[config.mk]
export PLATFORM = sky130hd
export DESIGN_NAME = if_id_pipe_reg
export DESIGN_NICKNAME = d
export VERILOG_FILES = /design/src/rtl/cpu_pipe_pkg.sv /design/src/rtl/pipe_skid_slot.sv /design/src/rtl/if_id_pipe_reg.sv
export SDC_FILE = /design/constraint.sdc
export NUM_CORES = 1
export LEC_CHECK = 0
export ABC_CLOCK_PERIOD_IN_PS = 4100
export CAP_MARGIN = 40
export CELL_PAD_IN_SITES_DETAIL_PLACEMENT = 1
export CELL_PAD_IN_SITES_GLOBAL_PLACEMENT = 2
export CORE_ASPECT_RATIO = 1.1
export CORE_MARGIN = 2
export CORE_UTILIZATION = 38
export CTS_CLUSTER_DIAMETER = 40
export DETAILED_ROUTE_END_ITERATION = 8
export PLACE_DENSITY_LB_ADDON = 0.1
export SETUP_SLACK_MARGIN = 0.1
export SLEW_MARGIN = 20
export SYNTH_ARGS = -nofsm -noshare
export SYNTH_HDL_FRONTEND = slang
export SYNTH_SLANG_ARGS = --single-unit
[constraint.sdc]
create_clock -name clk -period 4.1 [get_ports clk]
set_input_delay 0.82 -clock clk [delete_from_list [all_inputs] [get_ports clk]]
set_output_delay 0.82 -clock clk [all_outputs]
set_load 0.01 [all_outputs]
[src/rtl/cpu_pipe_pkg.sv]
// cpu_pipe_pkg: shared pipeline constants and payload types for the CPU pipe registers
package cpu_pipe_pkg;
  localparam int PIPE_XLEN = 32;
  localparam logic [31:0] NOP_INSTR = 32'h0000_0033;
  typedef struct packed {
    logic [PIPE_XLEN-1:0] instrn;
    logic [PIPE_XLEN-1:0] pc_addrout;
    logic [PIPE_XLEN-1:0] pcp4;
  } if_id_payload_t;
endpackage

[src/rtl/pipe_skid_slot.sv]
// pipe_skid_slot: one payload register with a valid flag; clear wins over load
module pipe_skid_slot #(
  parameter int W = 96
) (
  input  logic         clk,
  input  logic         rst_n,
  input  logic         load,
  input  logic         clear,
  input  logic [W-1:0] d,
  output logic         valid,
  output logic [W-1:0] q
);
  always_ff @(posedge clk or negedge rst_n)
    if (!rst_n) begin
      valid <= 1'b0;
      q     <= '0;
    end else begin
      valid <= clear ? 1'b0 : (load ? 1'b1 : valid);
      if (load && !clear) q <= d;
    end
endmodule

[src/rtl/if_id_pipe_reg.sv]
// if_id_pipe_reg: IF->ID pipeline register with valid/ready handshake, optional skid slot and flush
module if_id_pipe_reg
  import cpu_pipe_pkg::*;
#(
  parameter int              XLEN      = 32,
  parameter logic [XLEN-1:0] NOP_INSTR = XLEN'(cpu_pipe_pkg::NOP_INSTR),
  parameter bit              SKID_EN   = 1
) (
  input  logic            clk,
  input  logic            rst_n,
  input  logic            if_valid,
  output logic            if_ready,
  input  logic [XLEN-1:0] if_instrn,
  input  logic [XLEN-1:0] if_pc_addrout,
  input  logic [XLEN-1:0] if_pcp4,
  input  logic            flush,
  output logic            id_valid,
  input  logic            id_ready,
  output logic [XLEN-1:0] id_instrn,
  output logic [XLEN-1:0] id_pc_addrout,
  output logic [XLEN-1:0] id_pcp4,
  output logic [1:0]      occupancy
);
  localparam int W = 3 * XLEN;
  logic [W-1:0] in_p, main_d, main_q, skid_q;
  logic main_v, skid_v, rdy_en, push, pop, main_free, main_ld, main_clr;
  // holds if_ready low while in reset so fetch sees ready only from the first edge after release
  always_ff @(posedge clk or negedge rst_n)
    if (!rst_n) rdy_en <= 1'b0;
    else        rdy_en <= 1'b1;
  assign in_p      = {if_instrn, if_pc_addrout, if_pcp4};
  assign push      = if_valid & if_ready;
  assign pop       = main_v & id_ready;
  assign main_free = ~main_v | pop;
  assign main_ld   = ~flush & main_free & (skid_v | push);
  assign main_clr  = flush | (pop & ~skid_v & ~push);
  assign main_d    = skid_v ? skid_q : in_p;
  pipe_skid_slot #(.W(W)) u_main (
    .clk(clk), .rst_n(rst_n), .load(main_ld), .clear(main_clr),
    .d(main_d), .valid(main_v), .q(main_q)
  );
  generate
    if (SKID_EN) begin : g_skid
      logic skid_ld, skid_clr;
      assign skid_ld  = ~flush & push & ~main_free;
      assign skid_clr = flush | (skid_v & main_free);
      pipe_skid_slot #(.W(W)) u_skid (
        .clk(clk), .rst_n(rst_n), .load(skid_ld), .clear(skid_clr),
        .d(in_p), .valid(skid_v), .q(skid_q)
      );
      assign if_ready = rdy_en & ~skid_v;
    end else begin : g_noskid
      assign skid_v   = 1'b0;
      assign skid_q   = '0;
      assign if_ready = rdy_en & main_free;
    end
  endgenerate
  assign id_valid      = main_v;
  assign id_instrn     = main_v ? main_q[W-1 -: XLEN] : NOP_INSTR;
  assign id_pc_addrout = main_q[2*XLEN-1 -: XLEN];
  assign id_pcp4       = main_q[XLEN-1:0];
  assign occupancy     = {1'b0, main_v} + {1'b0, skid_v};
endmodule

==> results of run 1 <==
## Yosys cell counts, drive strengths merged
library cell,count,area [um2]
nand3b,1,7.51
mux2,288,3240
clkbuf,6,22.5
conb,1,3.75
nor3b,1,12.5
nor2b,1,6.26
buf,92,672
and2,28,175
nand2b,5,31.3
a21oi,2,10.0
dfrtp,195,4880
ha,1,12.5
nor3,2,21.3
## power by group through the flow
| stage | Combinational, mW | Sequential, mW | Clock, mW |
|---|---|---|---|
| final | 1.01 | 2.46 | 1.61 |
| after CTS | 1.03 | 2.47 | 1.68 |
| after global routing | 1.10 | 2.52 | 1.76 |
| after floorplan | 0.679 | 2.43 | 0 |
| after global placement | 0.988 | 2.48 | 0 |
| after detailed placement | 1.03 | 2.50 | 0 |
## final cells by class
cell class / count / area share [%]
multi-input combinational: 330 / 30.6
clock inverter: 12 / 1.05
sequential: 195 / 42.4
antenna: 1 / 0.0217
tap: 305 / 3.31
clock buffer: 20 / 3.87
timing repair buffer: 211 / 18.8
## worst reg2reg max path: stages, from the launching register on
cell and delay [ns]:
dfrtp_4 0.83, buf_4 0.45, buf_16 0.28, mux2_2 0.39, mux2_1 0.29
## per-stage QoR
step           power (mW)  hold slack (ns)  area, um2  util [%]
6_report             5.09            0.265      11500      48.8
5_1_grt              5.38            0.249      11500      48.8
4_1_cts              5.19            0.247      11500      48.8
3_5_place_dp         3.53            0.472      11000      46.4
3_3_place_gp         3.46            0.461      10900      46.2
2_1_floorplan        3.11            0.452       9100         -
## state kept, by name, summed over array words and instances (netlist names)
name / cells
g_skid.u_skid.q: 96
g_skid.u_skid.valid: 1
rdy_en: 1
u_main.q: 96
u_main.valid: 1
## per-layer routing
layer  GRT usage, %  up-vias
met5              0        -
met4           4.23        0
met3           6.13       20
met2           28.7      130
met1           20.2     2737
li1               -     2385
## cell usage in the layout, fill, tap and decap left out
cell             instances
a21oi_1                  2
and2_1                  28
buf_12                   3
buf_16                   2
buf_4                    6
bufinv_16                1
clkbuf_1                 2
clkbuf_16               17
clkbuf_8                 2
clkdlybuf4s50_1        199
clkinv_2                 1
clkinv_4                 2
clkinvlp_4               3
conb_1                   1
dfrtp_1                194
dfrtp_4                  1
diode_2                  1
ha_1                     1
inv_6                    4
inv_8                    1
mux2_1                  36
mux2_2                 252
nand2b_1                 5
nand3b_1                 1
nor2b_1                  1
nor3_1                   1
nor3_4                   1
nor3b_4                  1
## logic make-up after synthesis
family	synth area share (%)
other	0.0412
AO/OA/AOI/OAI	0.110
buffers and inverters	7.63
AND/OR/NAND/NOR	2.79
adder cells (fa/ha/maj)	0.138
flip-flops	53.6
multiplexers	35.6
## worst max path at each step
stage | from | endpoint | slack [ns] | cells after the start
after floorplan | id_ready | u_main.q[23] | 2.00 | 5
after global placement | id_ready | u_main.q[54] | 1.33 | 5
after detailed placement | id_ready | u_main.q[79] | 1.30 | 5
after CTS | g_skid.u_skid.valid | occupancy[0] | 1.06 | 2
after global routing | g_skid.u_skid.valid | occupancy[0] | 1.02 | 2
final | g_skid.u_skid.valid | occupancy[0] | 1.13 | 2
==> results by group, run 1 <==
Run status
  – Status: completed

Worst setup path
  – WS Path Type: flip-flop to output port
  – Cell family with most CP delay: flip-flops
  – Worst Setup End Kind: output port
  – Critical path peak fanout: 42
  – Worst endpoint required time: roughly 3.3 ns
  – Critical-path top delay cell: dfrtp_4
  – Critical Path AT: 2.15 ns
  – CP cell instances: ha_1 -> clkdlybuf4s50_1
  – Worst r2r src: g_skid.u_skid.valid
  – Worst R2R Setup Slack: about 1.7 ns
  – Startpoint types: flip-flop
  – Sum of buffers and inverters on the critical path: 1
  – CP max stage delay: ~0.83 ns
  – Reg2reg path depth: 4
  – Reg2reg end: u_main.q[53]

Floorplan
  – Die Ht: approximately 170 um
  – Initial Util: about two fifths
  – Die ar.: roughly 25000 um2
  – Die X: between 150 and 200 um
  – FP Rows: slightly below 60
  – Core Area: 23600 um2
  – I/O pin count: ~200

Route
  – Antenna Nets Post-Route: 0
  – Metal3 WL: 1.42 mm
  – DRC viols: 0
  – Vias: about 5300
  – Drt pass-1 iters: 4
  – Initial DRC count: 121
  – Top Metal Used: met4
  – Met2 WL: 10.3 mm
  – Routed WL: 20.4 mm
  – Vias/cell: around 4.9
  – Avg WL per Cell: 19.0 um
  – Metal-1 WL: 8.36 mm

Synthesis
  – Yosys reg bits: 195
  – Net count after synthesis: around 730
  – Sequential share of the synthesized area: a little over half
  – Distinct cells, synth: 18
  – Synth Warn #: 0
  – Netlist Area Pre-Place: 9100 um2
  – Syn Inst Count: roughly 620
  – Syn_area_per_cell: between 10 and 15 um2

CTS
  – Root buffer cell: clkbuf_16
  – CTS buffer count: 17
  – CTS Hold Buffers Added: 0
  – Post-CTS setup buffer count: 0
  – H-tree levels: 4
  – CTS max path bufs: 2
  – Clock Sink Count: roughly 200
  – Clock Latency Late Sink: 0.44 ns
  – CTS tree: yes
  – CTS resizes: 0
  – Worst-path clk slew: roughly 0.070 ns

Timing
  – Period utilisation layout: between 70% and 80%
  – Final Hold Fails: 0
  – PnR worst setup slack: roughly 1.1 ns
  – RSZ-0062 raised after global routing: false
  – Setup total negative slack: 0 ns
  – Worst-margin pin slew: between 0.6 and 0.7 ns
  – Fmax: between 300 and 400 MHz
  – Setup-failing EPs final: 0
  – Max-Slew Margin vs Limit: approximately three fifths
  – Max-slew violations: 0
  – Final Skew: between 0.01 and 0.015 ns
  – Min Clock Period, post-route: between 2 and 3 ns

Cells and area
  – Final #Nets: roughly 860
  – Area of the multi-input gates: approximately 3500 um2
  – Area grow syn2layout: 26.8%
  – Fraction of layout instances using a drive strength above 1: 38.7%
  – Filler cells: around 2300
  – Layout Cells excl Fill: 1074
  – Seq. cell area: approximately 5000 um2

Pwr
  – Sequential Power Share: 48.4%
  – PwrDens: 441 nW/um2
  – Net load switching power: about 1.3 mW
  – Pint: between 3 and 4 mW
  – Maximum VDD drop: roughly 0.26 mV
  – Clock power frac: 31.7%
  – Combinational power share: about a fifth
  – Sw frac: between 20% and 30%
  – Pleak: ~4.9 nW

GRT
  – Antenna violations before repair: 2
  – Total track usage: between 10% and 20%
  – Vias in the first global route: roughly 6000
  – First-pass GRT wire length: roughly 33 mm
  – Pin count of the biggest net entering global routing: 90
  – Total congestion overflow: 0

Placed design
  – Count of port buffers added during placement: 200
  – HPWL Detailed: about 14 mm
  – DP Worst Slack: between 1 and 1.5 ns
  – RD Place Congestion: around 0.7
  – Cell total after placement: around 1000

Run
  – Max cap viols: 0

Hold path
  – Hold crit path type: primary input to async pin
No activity file was read; power rests on OpenSTA's default activity.
==> inputs of run 2 (changes only) <==
Settings changed: ABC_CLOCK_PERIOD_IN_PS 4100 to 2400, CORE_UTILIZATION 38 to 32.
Clock period 4.1 ns to 2.4 ns, I/O delays scaled along.
==> run 2 against run 1 <==
Against the previous run:
- worst setup slack lost 0.97 ns
- non-clock buffer count grew 18
- clock-buffer cell count shrank 1
- critical path depth grew 1
- clock power grew 69%
- hold slack lost 0.25 ns
- total power grew 71%
- sequential share of layout area shrank 1.1 points
- die area grew 18%
- core utilization shrank 6.3 points
- first-iteration DRC count shrank 13%
==> results by group, run 2 (same netlist as run 1, synthesis figures left out) <==
Floorplan
  – I/O pin count: 201 (unchanged)
  – Core Area: 27900 um2 (+18%)
  – Die X: 165 um (+8.7%)
  – Die ar.: 29800 um2 (+18%)
  – FP Rows: 64 (+8.5%)
  – Die Ht: 181 um (+8.8%)
  – Initial Util: 32.6% (-5.9 points)

Pwr
  – PwrDens: 732 nW/um2 (+66%)
  – Maximum VDD drop: 0.343 mV (+31%)
  – Pleak: 5.20 nW (+7.1%)

Placed design
  – HPWL Detailed: 14.7 mm (+7.6%)
  – RD Place Congestion: 0.724 (+6.0%)
  – Count of port buffers added during placement: 200 (unchanged)

Worst setup path
  – Startpoint types: flip-flop
  – WS Path Type: flip-flop to output port
  – Critical path peak fanout: 16 (-62%)
  – Worst r2r src: u_main.valid
  – Worst endpoint required time: 1.92 ns (-1.36 ns)
  – Reg2reg end: u_main.q[80]
  – Reg2reg path depth: 5 (+1)
  – Critical Path AT: 1.76 ns (-0.39 ns)
  – Worst Setup End Kind: output port
  – Worst R2R Setup Slack: 0.58 ns (-1.16 ns)

CTS
  – H-tree levels: 4 (unchanged)
  – CTS buffer count: 17 (unchanged)
  – CTS max path bufs: 2 (unchanged)
  – Clock Sink Count: 195 (unchanged)
  – CTS tree: yes
  – Worst-path clk slew: 0.08 ns (about the same)
  – Root buffer cell: clkbuf_16
  – Clock Latency Late Sink: 0.43 ns (about the same)
  – CTS Hold Buffers Added: 0 (unchanged)

Route
  – Antenna Nets Post-Route: 0 (unchanged)
  – Vias: 5273 (+0.019%)
  – Initial DRC count: 105 (-13%)
  – Avg WL per Cell: 18.5 um (-2.6%)
  – Routed WL: 21.2 mm (+4.1%)
  – DRC viols: 0 (unchanged)
  – Vias/cell: 4.59 (-6.4%)
  – Drt pass-1 iters: 4 (unchanged)

Timing
  – Max-Slew Margin vs Limit: 66.4% (+7.7 points)
  – Min Clock Period, post-route: roughly 2.2 ns
  – Final Skew: 0.0121 ns (-0.000238 ns)
  – Worst-margin pin slew: 0.503 ns (-0.116 ns)
  – Fmax: roughly 450 MHz
  – RSZ-0062 raised after global routing: true
  – Hold_ws: 0.0182 ns (-0.247 ns)
  – Max-slew violations: 0 (unchanged)
  – Setup-failing EPs final: 0 (unchanged)
  – Final Hold Fails: 0 (unchanged)
  – Setup total negative slack: 0 ns (unchanged)
  – Period utilisation layout: just over 90%

Cells and area
  – Most frequent cells in the layout: 252 x mux2_2, 193 x dfrtp_1, 185 x clkdlybuf4s50_1
  – Filler cells: 2845 (+22%)
  – Area of the multi-input gates: 3530 um2 (unchanged)
  – Biggest regs: g_skid.u_skid.q x96, u_main.q x96
  – Number of diodes: 0 (-1)
  – Seq. cell area: 4880 um2 (about the same)
  – Final #Nets: 875 (+2.1%)
  – Fraction of layout instances using a drive strength above 1: 40.1% (+1.5 points)
  – Post-layout util: 42.5% (-6.3 points)
  – Area grow syn2layout: 30.3%
  – Most common cell after layout, fill and taps aside: mux2_2

Run
  – Max cap viols: 0 (unchanged)

GRT
  – Total track usage: 14.6% (-2.2 points)
  – Pin count of the biggest net entering global routing: 65 (-28%)
  – Antenna violations before repair: 0 (-2)
  – Total congestion overflow: 0 (unchanged)
  – Vias in the first global route: 6046 (+0.60%)
  – First-pass GRT wire length: 33.7 mm (+3.1%)

Hold path
  – Hold crit path type: primary input to async pin

Run status
  – Status: completed
==> run 2: what timing repair did <==
item	CTS	global route
endpoints found under the setup margin	6	21
cloned	0	1
gates resized for setup	1	14
setup buffers	0	1
==> run 2: worst max-delay path by stage <==
stage | from | endpoint | cells past startpoint
6_report | u_main.valid | id_instrn[0] | 3
5_1_grt | u_main.valid | id_instrn[0] | 3
4_1_cts | u_main.valid | id_instrn[14] | 3
3_5_place_dp | id_ready | u_main.q[80] | 6
3_3_place_gp | id_ready | u_main.q[88] | 6
2_1_floorplan | id_ready | u_main.q[23] | 5
==> run 2: metrics by stage <==
stage	worst slack (ns)	power [mW]	cell area, um2	cells
after floorplan	0.644	5.31	9100	623
after CTS	0.0639	8.85	11800	1146
after global routing	0.0811	9.15	11900	1148
final	0.160	8.67	11900	1148
after detailed placement	0.0640	6.06	11200	1115
after global placement	0.0789	5.96	11200	1115
==> run 2: cell type report <==
class	count	share of cell area, %
multi-input combinational	330	29.8
clock inverter	12	0.961
clock buffer	19	3.65
timing repair buffer	229	20.5
tap	363	3.83
sequential	195	41.2
==> run 2: report_power, final <==
part	total (mW)	switching [mW]	internal, mW
registers	4.21	0.312	3.89
logic	1.75	0.603	1.14
clock network	2.72	1.35	1.37
==> run 2: critical path: stages (launching register included) <==
cell and delay, ns:
dfrtp_2 0.47, clkbuf_16 0.20, nand2b_1 0.08, clkdlybuf4s50_1 0.58
==> run 2: metal layers <==
layer | share of wire [%] | GRT usage (%) | up-vias
met3 | 6.4 | 4.84 | 5
met2 | 51 | 24.9 | 121
met1 | 42 | 18.0 | 2739
li1 | - | - | 2408
met5 | 0 | 0 | -
met4 | 0.54 | 2.92 | 0
==> inputs of run 3 (changes only) <==
Settings changed: CORE_ASPECT_RATIO 1.1 to 1.4.
==> run 3 against run 2 <==
Against the previous run:
- die area about the same
- largest cell class unchanged
- critical path type unchanged
- design area hardly changed
- critical endpoint is now id_instrn[11]
- flip-flop and latch count is the same
==> results by group, run 3 (same netlist as run 1, synthesis figures left out) <==
Run status
  – Status: completed

Floorplan
  – FP Rows: 73 (+14%)
  – Die Ht: 204 um (+13%)
  – Die ar.: 29800 um2 (about the same)
  – Core Area: 28200 um2 (+1.3%)
  – Initial Util: 32.2% (-0.41 points)
  – I/O pin count: 201 (unchanged)
  – Die X: 147 um (-11%)

Worst setup path
  – Critical Path AT: 1.78 ns (+0.02 ns)
  – Critical path peak fanout: 13 (-3)
  – Worst R2R Setup Slack: 0.45 ns (-0.13 ns)
  – WS Path Type: flip-flop to output port
  – Startpoint types: flip-flop
  – Worst Setup End Kind: output port
  – Worst endpoint required time: 1.92 ns (about the same)

CTS
  – Root buffer cell: clkbuf_16
  – CTS buffer count: 17 (unchanged)
  – H-tree levels: 4 (unchanged)
  – CTS max path bufs: 2 (unchanged)
  – CTS tree: yes
  – Worst-path clk slew: 0.07 ns (about the same)
  – Clock Sink Count: 195 (unchanged)
  – Clock Latency Late Sink: 0.43 ns (about the same)

Placed design
  – Cell total after placement: 1122 (+0.63%)
  – Count of port buffers added during placement: 200 (unchanged)
  – RD Place Congestion: 0.698 (-3.5%)
  – DP Worst Slack: 0.0932 ns (+0.0292 ns)
  – HPWL Detailed: 15.4 mm (+4.3%)

GRT
  – First-pass GRT wire length: 34.5 mm (+2.3%)
  – Pin count of the biggest net entering global routing: 84 (+29%)
  – Total track usage: 15.0% (+0.45 points)
  – Total congestion overflow: 0 (unchanged)
  – Antenna violations before repair: 0 (unchanged)
  – Vias in the first global route: 5977 (-1.1%)

Cells and area
  – Most frequent cells in the layout: 252 x mux2_2, 193 x dfrtp_1, 188 x clkdlybuf4s50_1
  – Post-layout util: 42.0% (-0.53 points)
  – Layout Cells excl Fill: 1158 (+0.87%)
  – Area of the multi-input gates: 3530 um2 (unchanged)
  – Fraction of layout instances using a drive strength above 1: 39.8% (-0.28 points)
  – Most common cell after layout, fill and taps aside: mux2_2
  – Seq. cell area: 4880 um2 (unchanged)
  – Filler cells: 2836 (-0.32%)
  – Area grow syn2layout: 30.3% (about the same)
  – Biggest regs: g_skid.u_skid.q x96, u_main.q x96
  – Number of diodes: 0 (unchanged)
  – Final #Nets: 872 (-0.34%)

Pwr
  – Maximum VDD drop: 0.486 mV (+42%)
  – Pleak: 5.11 nW (-1.9%)
  – PwrDens: 741 nW/um2 (+1.2%)

Timing
  – Min Clock Period, post-route: 2.26 ns (+0.0171 ns)
  – Final Skew: 0.00740 ns (-0.00474 ns)
  – Max-slew violations: 0 (unchanged)
  – Worst-margin pin slew: 0.650 ns (+0.147 ns)
  – Period utilisation layout: 94.0% (+0.71 points)
  – Setup total negative slack: 0 ns (unchanged)
  – RSZ-0062 raised after global routing: true
  – Max-Slew Margin vs Limit: 56.7% (-9.8 points)
  – Fmax: 443 MHz (-0.76%)
  – Setup-failing EPs final: 0 (unchanged)
  – Final Hold Fails: 0 (unchanged)
  – PnR worst setup slack: 0.143 ns (-0.0171 ns)

Route
  – Vias/cell: 4.56 (-0.81%)
  – Drt pass-1 iters: 3 (-1)
  – Avg WL per Cell: 18.7 um (+1.5%)
  – DRC viols: 0 (unchanged)
  – Antenna Nets Post-Route: 0 (unchanged)
  – Routed WL: 21.7 mm (+2.4%)
  – Initial DRC count: 116 (+10%)
  – Vias: 5276 (+0.057%)

Run
  – Max cap viols: 0 (unchanged)

Hold path
  – Hold crit path type: flip-flop to flip-flop
==> run 3: cell types whose count changed in the layout (fill, tap and decap cells not counted), sizes merged, moves of 2 or more <==
cell           change
dlymetal6s2s       -6
clkdlybuf4s50      +3
clkbuf             +5
inv                -7
clkinvlp           +2
buf                -3
dlygate4sd2        +3
==> run 3: path summary, 6_finish.rpt <==
check                      depth (start not counted)                 from                  end
min in group asynchronous                          2                rst_n         u_main.q[47]
max in group asynchronous                          3                rst_n         u_main.q[78]
min                                                1  g_skid.u_skid.q[84]  g_skid.u_skid.q[84]
min reg2reg                                        1  g_skid.u_skid.q[84]  g_skid.u_skid.q[84]
max reg2reg                                        6         u_main.valid         u_main.q[71]
max                                                3         u_main.valid        id_instrn[11]
==> run 3: where the power goes <==
part           leakage (nW)  switching, mW  internal [mW]  total, mW
Combinational          2.39          0.609           1.14       1.75
Clock                 0.282           1.23           1.60       2.83
Sequential             2.44          0.306           3.90       4.20
Total                  5.11           2.15           6.63       8.78
==> run 3: final cells by class <==
class / instances / share of cell area [%]
clock buffer: 25 / 4.35
clock inverter: 7 / 0.602
multi-input combinational: 330 / 29.8
sequential: 195 / 41.2
tap: 375 / 3.96
timing repair buffer: 226 / 20.1
==> run 3: repair_timing <==
action	CTS	global route
hold buffers	1	0
gates resized for setup	8	8
setup endpoints to repair	32	24
buffers inserted	2	1
pin swaps	0	0
hold endpoints to repair	20	0
==> run 3: routing by layer <==
layer	wire length (um)	track usage, %	part of all wire, %	vias to the layer above
met5	0	0	0	-
met4	204	4.16	0.94	0
met3	947	4.18	4.4	11
met2	11600	26.9	53	115
met1	8960	17.7	41	2741
li1	-	-	-	2409
==> run 3: worst max-delay path, cell delays in order (launching register included) <==
cell and delay [ns]:
dfrtp_2 0.47, buf_8 0.17, and2_1 0.16, clkdlybuf4s50_1 0.54
==> run 3: metrics by stage <==
step / instance area (um2) / power (mW) / hold WS (ns)
2_1_floorplan: 9100 / 5.31 / 0.184
3_3_place_gp: 11200 / 5.96 / 0.366
3_5_place_dp: 11200 / 6.06 / 0.367
4_1_cts: 11800 / 8.96 / 0.468
5_1_grt: 11900 / 9.27 / 0.487
6_report: 11900 / 8.78 / 0.483
